File: src/rtl/fsm_ctrl_pkg.sv
// -----------------------------------------------------------------------------
// fsm_ctrl_pkg
// Shared types and defaults for the job handshake controller.
//   state_t      : controller state, the encoding is also the debug code
//                  driven on the top-level 'out' port.
//   DEF_NUM_CH   : default number of requesting channels.
//   DEF_TIMEOUT  : default watchdog limit in BUSY cycles.
// -----------------------------------------------------------------------------
package fsm_ctrl_pkg;

    typedef enum logic [1:0] {
        IDLE = 2'b00,
        BUSY = 2'b01,
        DONE = 2'b10,
        ERR  = 2'b11
    } state_t;

    localparam int DEF_NUM_CH  = 4;
    localparam int DEF_TIMEOUT = 1023;

endpackage : fsm_ctrl_pkg

File: src/rtl/rr_arbiter.sv
// -----------------------------------------------------------------------------
// rr_arbiter
// Purely combinational round-robin picker. The search starts at the channel
// after last_served and wraps around, so the channel served last has the
// lowest priority on the next pick.
// Ports:
//   req          in   NUM_CH  request vector
//   last_served  in   CH_W    index of the channel served most recently
//   gnt          out  NUM_CH  one-hot winner (all zero when no request)
//   gnt_id       out  CH_W    binary index of the winner (0 when no request)
//   any          out  1       at least one request present
// -----------------------------------------------------------------------------
module rr_arbiter #(
    parameter  int NUM_CH = 4,
    localparam int CH_W   = $clog2(NUM_CH)
) (
    input  logic [NUM_CH-1:0] req,
    input  logic [CH_W-1:0]   last_served,
    output logic [NUM_CH-1:0] gnt,
    output logic [CH_W-1:0]   gnt_id,
    output logic              any
);

    logic            found_s;
    logic [CH_W-1:0] idx_s;

    // Rotating first-set-bit search starting one past last_served.
    always_comb begin
        gnt     = '0;
        gnt_id  = '0;
        found_s = 1'b0;
        idx_s   = '0;
        any     = |req;
        for (int k = 1; k <= NUM_CH; k++) begin
            idx_s = CH_W'((int'(last_served) + k) % NUM_CH);
            if (req[idx_s] && !found_s) begin
                found_s    = 1'b1;
                gnt[idx_s] = 1'b1;
                gnt_id     = idx_s;
            end else begin
                found_s = found_s;
            end
        end
    end

endmodule : rr_arbiter

File: src/rtl/job_handshake_ctrl.sv
// -----------------------------------------------------------------------------
// job_handshake_ctrl
// Multi-channel start/done job controller in front of a shared engine.
// A round-robin arbiter picks one requesting channel, the controller pulses
// go, waits for done, pulses complete on the served channel and returns to
// IDLE. With the watchdog built in, a job that stays in BUSY for TIMEOUT
// cycles parks the controller in ERR (ack=1) until init.
// Optional feature macro: FSM_TIMEOUT_EN (watchdog counter and ERR state).
// Ports:
//   clk       in   1       clock, rising edge
//   rst_n     in   1       asynchronous active-low reset
//   start     in   NUM_CH  per-channel level request
//   init      in   1       abort BUSY job / clear ERR
//   done      in   1       engine completion for the granted job
//   go        out  1       one-cycle pulse in the first BUSY cycle
//   grant     out  NUM_CH  one-hot engine owner, 0 when idle
//   grant_id  out  CH_W    binary index of grant
//   complete  out  NUM_CH  one-cycle pulse on the served channel (DONE)
//   ack       out  1       error flag, high only in ERR
//   out       out  2       current state code
// -----------------------------------------------------------------------------
module job_handshake_ctrl
    import fsm_ctrl_pkg::*;
#(
    parameter  int NUM_CH  = DEF_NUM_CH,
    parameter  int TIMEOUT = DEF_TIMEOUT,
    localparam int CH_W    = $clog2(NUM_CH)
) (
    input  logic              clk,
    input  logic              rst_n,
    input  logic [NUM_CH-1:0] start,
    input  logic              init,
    input  logic              done,
    output logic              go,
    output logic [NUM_CH-1:0] grant,
    output logic [CH_W-1:0]   grant_id,
    output logic [NUM_CH-1:0] complete,
    output logic              ack,
    output logic [1:0]        out
);

    // Elaboration-time guard on the configuration.
    if ((NUM_CH < 2) || (TIMEOUT < 1)) begin : g_bad_cfg
        $error("job_handshake_ctrl: NUM_CH must be >= 2 and TIMEOUT >= 1");
    end

    state_t              state_r;
    state_t              state_nx_s;
    logic [NUM_CH-1:0]   grant_r;
    logic [CH_W-1:0]     grant_id_r;
    logic [CH_W-1:0]     last_r;
    logic [NUM_CH-1:0]   complete_r;
    logic                go_r;
    logic [NUM_CH-1:0]   arb_gnt_s;
    logic [CH_W-1:0]     arb_id_s;
    logic                arb_any_s;
    logic                tmo_s;

    rr_arbiter #(
        .NUM_CH (NUM_CH)
    ) u_arb (
        .req         (start),
        .last_served (last_r),
        .gnt         (arb_gnt_s),
        .gnt_id      (arb_id_s),
        .any         (arb_any_s)
    );

`ifdef FSM_TIMEOUT_EN
    localparam int CNT_W = $clog2(TIMEOUT + 1);

    logic [CNT_W-1:0] cnt_r;
    logic             ack_r;

    // The count equals the number of completed BUSY cycles, so the cycle that
    // makes it reach TIMEOUT is the one where cnt_r is TIMEOUT-1.
    assign tmo_s = (cnt_r == CNT_W'(TIMEOUT - 1));

    // Watchdog: held at zero outside BUSY, counts BUSY cycles without done.
    always_ff @(posedge clk or negedge rst_n) begin
        if (!rst_n) begin
            cnt_r <= '0;
        end else if (state_r != BUSY) begin
            cnt_r <= '0;
        end else if (!done && (cnt_r != CNT_W'(TIMEOUT))) begin
            cnt_r <= cnt_r + CNT_W'(1);
        end else begin
            cnt_r <= cnt_r;
        end
    end

    // Error flag registered from the next state so it is high exactly in ERR.
    always_ff @(posedge clk or negedge rst_n) begin
        if (!rst_n) begin
            ack_r <= 1'b0;
        end else begin
            ack_r <= (state_nx_s == ERR);
        end
    end

    assign ack = ack_r;
`else
    assign tmo_s = 1'b0;
    assign ack   = 1'b0;
`endif

    // Next-state logic; done has priority over init and over the watchdog.
    always_comb begin
        state_nx_s = state_r;
        case (state_r)
            IDLE: begin
                if (arb_any_s) state_nx_s = BUSY;
                else           state_nx_s = IDLE;
            end
            BUSY: begin
                if (done)       state_nx_s = DONE;
                else if (init)  state_nx_s = IDLE;
                else if (tmo_s) state_nx_s = ERR;
                else            state_nx_s = BUSY;
            end
            DONE: begin
                state_nx_s = IDLE;
            end
            ERR: begin
                if (init) state_nx_s = IDLE;
                else      state_nx_s = ERR;
            end
            default: begin
                state_nx_s = IDLE;
            end
        endcase
    end

    // State register, grant ownership, round-robin pointer and output pulses.
    always_ff @(posedge clk or negedge rst_n) begin
        if (!rst_n) begin
            state_r    <= IDLE;
            grant_r    <= '0;
            grant_id_r <= '0;
            last_r     <= CH_W'(NUM_CH - 1);
            complete_r <= '0;
            go_r       <= 1'b0;
        end else begin
            state_r    <= state_nx_s;
            go_r       <= (state_r == IDLE) && arb_any_s;
            complete_r <= ((state_r == BUSY) && done) ? grant_r : '0;
            case (state_r)
                IDLE: begin
                    if (arb_any_s) begin
                        grant_r    <= arb_gnt_s;
                        grant_id_r <= arb_id_s;
                    end
                end
                BUSY: begin
                    // Abort keeps the pointer: the aborted channel keeps its turn.
                    if (!done && init) begin
                        grant_r    <= '0;
                        grant_id_r <= '0;
                    end
                end
                DONE: begin
                    last_r     <= grant_id_r;
                    grant_r    <= '0;
                    grant_id_r <= '0;
                end
                ERR: begin
                    // Stuck channel loses priority once the error is cleared.
                    if (init) begin
                        last_r     <= grant_id_r;
                        grant_r    <= '0;
                        grant_id_r <= '0;
                    end
                end
                default: begin
                    grant_r    <= '0;
                    grant_id_r <= '0;
                end
            endcase
        end
    end

    assign go       = go_r;
    assign grant    = grant_r;
    assign grant_id = grant_id_r;
    assign complete = complete_r;
    assign out      = state_r;

endmodule : job_handshake_ctrl

File: config.mk
export PLATFORM = sky130hd
export DESIGN_NAME = job_handshake_ctrl
export DESIGN_NICKNAME = d
export VERILOG_FILES = /design/src/rtl/fsm_ctrl_pkg.sv /design/src/rtl/rr_arbiter.sv /design/src/rtl/job_handshake_ctrl.sv
export SDC_FILE = /design/constraint.sdc
export NUM_CORES = 1
export LEC_CHECK = 0
export ABC_AREA = 0
export CAP_MARGIN = 10
export CORE_MARGIN = 3
export CORE_UTILIZATION = 45
export DETAILED_ROUTE_END_ITERATION = 12
export PLACE_DENSITY_LB_ADDON = 0.15
export SLEW_MARGIN = 15
export SYNTH_ARGS = -nofsm -noshare
export SYNTH_HDL_FRONTEND = slang
export SYNTH_SLANG_ARGS = --single-unit
File: constraint.sdc
create_clock -name clk -period 3.25 [get_ports clk]
set_input_delay 0.325 -clock clk [delete_from_list [all_inputs] [get_ports clk]]
set_output_delay 0.325 -clock clk [all_outputs]
set_load 0.005 [all_outputs]
# Yosys cells after proc, flatten, opt, wreduce, memory -nomap -nowiden
# Cells that the tools add are included.
# Widths: inputs -> output; s select.
dict set report totals {
  in_bits 8
  regBits 15
  out_inout_bits 14
  wordCells 89
}
dict set report classes {
  eq_ne 6
  addsub 4
  reduce_logical 19
  magnitude_cmp 8
  n_mux 43
  n_bitwise 3
}
# cell count
set op_table {}
lappend op_table {{$mux 4} 8}
lappend op_table {{$mux 2} 10}
lappend op_table {{$pmux 2 s4} 2}
lappend op_table {{$pmux 4 s4} 1}
lappend op_table {{$mux 1} 13}
lappend op_table {{$lt 2x3->1 const B} 4}
lappend op_table {{$or 4x4->4} 3}
lappend op_table {{$logic_and 1x1->1} 10}
lappend op_table {{$bmux 1 s2} 4}
lappend op_table {{$demux 1 s2} 4}
lappend op_table {{$ge 2x1->1 const B} 4}
lappend op_table {{$add 2x1->2 const B} 2}
lappend op_table {{$add 2x2->2 const B} 2}
lappend op_table {{$eq 2x2->1 const B} 2}
lappend op_table {{$logic_not 1->1} 4}
lappend op_table {{$ne 2x2->1 const B} 2}
lappend op_table {{$pmux 2 s2} 1}
lappend op_table {{$reduce_or 4->1} 1}
lappend op_table {{$reduce_and 3->1} 1}
lappend op_table {{$eq 2x1->1 const B} 1}
lappend op_table {{$logic_not 2->1} 1}
lappend op_table {{$ne 2x1->1 const B} 1}
lappend op_table {{$reduce_and 2->1} 1}
lappend op_table {{$reduce_bool 2->1} 1}

# Logic depth before layout (Yosys ltp)
# Gate-level depths: netlist of the first run.
dict set report logic_depth {
  word_depth 15
  depth_mapped 10
  mapped_depth_nobuf 7
}

# Hierarchy
# A second synthesis of the first run with hierarchy kept.
dict set report unflattened {
  cells_unflattened 119
  hier_area_um2 1223.7
}
# mod area_each_um2 instances cells_each seq_area_each_um2
set by_module_without_submodules {}
lappend by_module_without_submodules {job_handshake_ctrl 688.2 1 48 377.9}
lappend by_module_without_submodules {rr_arbiter 535.5 1 71 0.0}

# Least setup slack after synthesis of the first run
# Ideal clock, no wire load.
dict set report synth_path {
  path_kind {register to register}
  start {reg last_r[0]}
  end {reg grant_r[2], in the netlist grant[2]}
  arrival_ns 2.488
  period_less_slack_ns 2.611
  setup_slack_ns 0.639
  n_path_buf 3
  stages_incl_launch_ff 11
  setup_time_ns 0.122
  required_time_ns 3.128
  path_cell_list {dfstp_2 -> buf_6 -> clkbuf_1 -> inv_1 -> ha_1 -> clkbuf_1 -> mux4_2 -> nor2b_4 -> a221oi_2 -> a2bb2oi_2 -> o21ai_1}
}
dict set report synth_between {
  elab_chain_len 15
  word_cells_on_any_way 50
  cone_classes {4 x add/sub; 8 x order compare; 25 x mux; 3 x bitwise; 10 x reduce/logical}
}
# item line
set synth_lines {}
lappend synth_lines {{start, declared} job_handshake_ctrl.sv:51} ;# logic [CH_W-1:0] last_r;
lappend synth_lines {{start signal, assigned} job_handshake_ctrl.sv:140} ;# last_r <= CH_W'(NUM_CH - 1);
lappend synth_lines {{start signal, assigned} job_handshake_ctrl.sv:162} ;# last_r <= grant_id_r;
lappend synth_lines {{start signal, assigned} job_handshake_ctrl.sv:169} ;# last_r <= grant_id_r;
lappend synth_lines {{branches (longest 12 deep; another with $lt 2x3->1)} n/a}
lappend synth_lines {{$mux 4 (*)} rr_arbiter.sv:36} ;# if (req[idx_s] && !found_s) begin
lappend synth_lines {{$mux 4 (*)} job_handshake_ctrl.sv:149} ;# if (arb_any_s) begin
lappend synth_lines {{$pmux 4 s4 (*)} job_handshake_ctrl.sv:147} ;# case (state_r)
lappend synth_lines {{end signal, assigned} job_handshake_ctrl.sv:150} ;# grant_r <= arb_gnt_s;
lappend synth_lines {{end, declared} job_handshake_ctrl.sv:49} ;# logic [NUM_CH-1:0] grant_r;
# Every way passes the cells marked *. The select of a mux whose other input is x is not followed.
# A chain may end at the register's enable or synchronous reset.

# Worst setup path in the final report of the first run
# Ends and elaborated chain as after synthesis.

==> results.md, run 1 <==
* Status: complete, no violations
* Clk root buf: clkbuf_4
* Port Buffers at 20
* Die footprint at 0.003067 mm²
* Hold_buf cts at 0
* Crit path cell chain: inv_1 > ha_1 > mux4_2 > nor2b_4 > a221oi_2 > a2bb2oi_2 > o21ai_1
* Sequential area share after synthesis at 34.44%
* CP max stage delay at 0.77 ns
* Cts repair resizes at 0
* Final Critical Period at ~2.5 ns
* Setup TNS at 0 ns
* Via Count at 905
* Total of max-cap violations at 0
* Ys Warns at 0
* CTS Sinks at 15
* CP Max Fanout at 21
* GR Overflow Total at 0
* Largest net degree at the start of global routing at 22
* Number of synthesized flops with an enable pin at 0
* Vias in the first global route at 905
* Final Max Tran Viols at 0
* CTS tree: done
* Synth Flop Type: dfrtp_1
* DRC at 0
* Mapped Cells at around 110
* Worst Skew at 0.002569 ns
* Avg WL per Cell at 15.14 µm
* CP max stage cell: dfstp_2
* # diodes at 0
* Post-DP Area at 0.001282 mm²
* Most frequent cells in the layout: 20 x clkdlybuf4s50_1, 13 x dfrtp_1
* H-tree depth at 1
* Buffer depth of the longest clock path at 2
* Die width at 55.38 µm
* Hold Crit Class: primary input to async pin
* DR vias/cell at 5.801
* Num CTS Buffers at 3
* Synth area leaders: dfrtp_1 30%, ha_1 9.1%, dfstp_2 4.8%
* CTS clk-pin slew, worst paths at 0.09 ns
* DIE HEIGHT at 55.38 µm
* Final nets at ~150
* Delay-heaviest family, CP: flip-flops
* Critical Path RT at 3.43 ns
* DR iter-0 viols at 21
* Dpl hpwl at 1.778 mm
* DR pass1 iterations at 4
* F_max at ~390 MHz
* Pwr/cell area at 861.4 mW/mm²
* Synth unique cells at 43
* Top cell type's share of synthesized area at between 20% and 30%
* First-pass GRT wire length at about 4.2 mm
* Postcts setup bufs at 0
* Post-route cell area at 0.001309 mm²
* Tightest Pin Transition at 0.6625 ns
* Synth Cell Area at 0.001097 mm²
* Critical Path AT at approximately 2.7 ns
* Initial antenna violation count at 0
* Slew HR at 55.70%
* Final Setup Violations at 0
* Final core occ at between 50% and 60%
* Avg Cell Area, Syn at 9.711 µm²
* Final Hold Fails at 0
* Core ar. at roughly 0.0023 mm²
* Worst Path Buf+Inv at 1
* Synth area leader: dfrtp_1
* Static leakage at ~0.55 nW
* Detailed Route WL at 2.362 mm
* Ys async rst share at between 90% and 100%
* Critical Path End Type: register
* I/O Pins at 22
* RSZ-0062 raised after global routing: no
* Leading cell type in the layout, fill and taps excluded: clkdlybuf4s50_1
* GRT Resource Usage Total at 16.60%
* #FFs+latches synth at 15
* Met1 WL at 1.045 mm
* Routed wl met2 at 1.162 mm
* Clk_lat worst skew at between 0.2 and 0.3 ns
* Syn nets at 129
* Uppermost layer routed: met4
* Worst ir drop on vdd at 520.2 µV
* Initial Util at 48.67%
* Site Rows at 17
* Post-route ant nets at 0
* Placer Congestion at between 0.8 and 0.9
* Final period util at between 70 and 80%
* Met3 WL post-DR at 139 µm
* Area Growth Syn to Fin at 19.27%
* CP Launch Type: register
* Crit Path Category: register to register
* Layout cells sized above 1 at 11.72%
[power by group]
| group | switching [mW] | total, mW | leakage (nW) | internal [mW] |
|---|---|---|---|---|
| logic | 0.316 | 0.652 | 0.345 | 0.337 |
| registers | 0.104 | 0.368 | 0.191 | 0.264 |
| clock network | 0.0589 | 0.107 | 0.0150 | 0.0477 |
| total | 0.479 | 1.13 | 0.550 | 0.648 |
[final cells by class]
class	instances	area [µm²]
Sequential cell	15	377.9
Fill cell	204	945.9
Timing Repair Buffer	20	200.2
Tap cell	28	35.03
Inverter	8	30.03
Clock buffer	4	26.28
Multi-Input combinational cell	81	639.4
[per-stage QoR]
stage	worst slack [ns]	hold WS, ns	std cells	power, mW
2_1_floorplan	0.6393	0.02941	113	0.8118
3_3_place_gp	0.8386	0.4961	152	1.010
3_5_place_dp	0.7349	0.4999	152	1.026
4_1_cts	0.7102	0.4592	156	1.137
5_1_grt	0.5031	0.4892	156	1.234
6_report	0.7159	0.4383	156	1.127
[state kept, by name, indices dropped and copies added (netlist names)]
register and cells:
last_r 2, out 2, grant 4, grant_id 2, complete 4, go 1
[cell usage after synthesis (3+ instances only)]
cell	count
nand2_1	8
o21ai_0	8
clkbuf_1	3
ha_1	8
inv_1	8
and3_1	4
buf_2	4
dfrtp_1	13
a221oi_1	4
nor2_1	5
a21oi_1	3
o221ai_1	4
[metal layers]
metal | vias up | global-route usage [%]
li1 | 439 | -
met3 | 2 | 5.607
met5 | - | 0
met4 | 0 | 3.472
met1 | 435 | 20.91
met2 | 29 | 27.53
[worst reg2reg max path: stages (launching register included)]
cell and delay (ns):
dfstp_2 0.77, inv_1 0.20, ha_1 0.46, mux4_2 0.34, nor2b_4 0.16, a221oi_2 0.27, a2bb2oi_2 0.16, o21ai_1 0.07
[final timing paths]
check                                             start  slack (ns)                 endpoint  depth (start not counted)
worst max-delay path              last_r[0]$_DFFE_PN1P_        0.72     grant[2]$_DFFE_PN0P_                          7
worst min-delay path                              rst_n        0.44    complete[1]$_DFF_PN0_                          1
worst max register to register    last_r[0]$_DFFE_PN1P_        0.72     grant[2]$_DFFE_PN0P_                          7
worst min register to register  grant_id[0]$_DFFE_PN0P_        0.52  grant_id[0]$_DFFE_PN0P_                          2
max in group asynchronous                         rst_n        2.39  grant_id[1]$_DFFE_PN0P_                          1
min in group clk                grant_id[0]$_DFFE_PN0P_        0.52  grant_id[0]$_DFFE_PN0P_                          2
[kinds of logic after synthesis]
| group | synth area share, % |
|---|---|
| other | 0.3417 |
| and+or+nand+nor | 17.22 |
| muxes | 10.38 |
| DFF | 34.44 |
| AOI/OAI and AO/OA | 21.21 |
| buffers and inverters | 7.298 |
| adders and majority gates | 9.122 |
(Power assumes the default switching activity.)
==> run 2: changes to the inputs <==
Clock period 3.25 ns to 2.4 ns, I/O delays scaled along.
==> results.md, run 2 (same netlist as run 1, synthesis figures left out) <==
* Multi-input gate area at about 640 µm²
* Clk_lat worst skew at between 0.2 and 0.3 ns
* Critical Path End Type: register
* Power share of the sequential group at 29.2%
* First-pass GRT wire length at 4.312 mm
* Setup TNS at 0 ns
* Core ar. at 0.002255 mm²
* Tightest Pin Transition at 0.6548 ns
* Worst ir drop on vdd at 651.3 µV
* Placed Cells at approximately 160
* Most frequent cells in the layout: 20 x clkdlybuf4s50_1, 13 x dfrtp_1
* Via Count at about 960
* Initial antenna violation count at 0
* Die footprint at 0.003067 mm²
* GRT Resource Usage Total at approximately 17%
* CTS tree: done
* FF/Latch Area at 377.9 µm²
* Hold_buf cts at 0
* Port Buffers at 20
* Clock network fraction of design power at 9.1%
* Final Max Tran Viols at 0
* F_max at 439.3 MHz
* Largest net degree at the start of global routing at 16
* Post-route ant nets at 0
* Critical Path AT at 2.43 ns
* Dpl hpwl at 1.858 mm
* Final Hold Fails at 0
* Switch share at 42.64%
* Crit Path Category: register to register
* Postcts setup bufs at 0
* # diodes at 0
* Final Critical Period at 2.276 ns
* DR pass1 iterations at 4
* CTS Sinks at 15
* Slew HR at 56.21%
* Final Setup Violations at 0
* Num CTS Buffers at 3
* Hold Crit Class: primary input to async pin
* R2r worst-path depth at 6
* GR Overflow Total at 0
* Final period util at 94.84%
* Die width at 55.38 µm
* Vias in the first global route at 937
* Combinational group share of total power at about three fifths
* Leading cell type in the layout, fill and taps excluded: clkdlybuf4s50_1
* CP Launch Type: register
* DR vias/cell at 6.013
* Layout cells sized above 1 at 14.50%
* CP Max Fanout at 11
* Pwr/cell area at around 1200 mW/mm²
* Area Growth Syn to Fin at 21.44%
* Worst Skew at 0.005418 ns
* Total of max-cap violations at 0
* Internal at just over 900 µW
* Clk root buf: clkbuf_4
* Cts repair resizes at 0
* CTS clk-pin slew, worst paths at 0.09 ns
* Net switching power at 676.8 µW
* Initial Util at 48.67%
* Site Rows at 17
* Fillers at 211
* Final nets at around 150
* Static leakage at 0.5683 nW
* Status: complete, no violations
* Critical Path RT at 2.55 ns
* Placer Congestion at 0.7984
* I/O Pins at 22
* H-tree depth at 1
* Avg WL per Cell at ~16 µm
* Buffer depth of the longest clock path at 2
* Detailed Route WL at about 2.5 mm
* DRC at 0
* DR iter-0 viols at 35
* Finished Layout Cells at ~160
* RSZ-0062 raised after global routing: no
* DIE HEIGHT at 55.38 µm
==> run 2: worst paths after layout <==
path                                            start                      end  slack, ns
max in group asynchronous                       rst_n  grant_id[0]$_DFFE_PN0P_       1.63
worst min register to register   grant[3]$_DFFE_PN0P_     grant[3]$_DFFE_PN0P_       0.53
worst max register to register  last_r[1]$_DFFE_PN1P_     grant[1]$_DFFE_PN0P_       0.12
worst min-delay path                            rst_n    complete[1]$_DFF_PN0_       0.35
min in group clk                 grant[3]$_DFFE_PN0P_     grant[3]$_DFFE_PN0P_       0.53
worst max-delay path            last_r[1]$_DFFE_PN1P_     grant[1]$_DFFE_PN0P_       0.12
==> run 2: metrics by stage <==
step           hold slack [ns]  setup WS [ns]  power, mW  instance area (µm²)  util [%]
6_report                0.3488         0.1238      1.587                 1333     59.10
3_3_place_gp            0.5193         0.1669      1.425                 1305     57.88
2_1_floorplan         -0.05559       0.007941      1.106                 1100         -
3_5_place_dp            0.5063         0.1562      1.444                 1305     57.88
5_1_grt                 0.3817        0.02865      1.718                 1333     59.10
4_1_cts                 0.3553         0.1288      1.600                 1333     59.10
==> run 2: cell type report <==
type	instances	share of cell area (%)
Multi-Input combinational cell	81	47.98
Sequential cell	15	28.36
Timing Repair Buffer	23	16.71
Tap cell	28	2.629
Inverter	8	2.254
Clock buffer	3	1.690
Clock inverter	1	0.3756
==> run 2: layer usage <==
metal  global-route usage, %  up-vias  share of wire (%)
met1                   23.21      470                 42
li1                        -      448                  -
met4                   1.389        0                  0
met2                   27.87       38                 51
met5                       0        -                  0
met3                   4.439        0                6.8
==> run 2: power by group through the flow <==
stage / registers [mW] / clock network, mW / logic (mW)
global placement: 0.463 / 0 / 0.961
detailed placement: 0.466 / 0 / 0.979
finish: 0.463 / 0.144 / 0.980
CTS: 0.463 / 0.152 / 0.986
floorplan: 0.441 / 0 / 0.665
global route: 0.477 / 0.163 / 1.08
==> run 2: worst max-delay path: stages, from the launching register on <==
cell and delay [ns]:
dfstp_2 0.67, inv_1 0.18, ha_1 0.36, mux4_2 0.29, nor2b_4 0.16, a221oi_1 0.31
o221ai_1 0.18
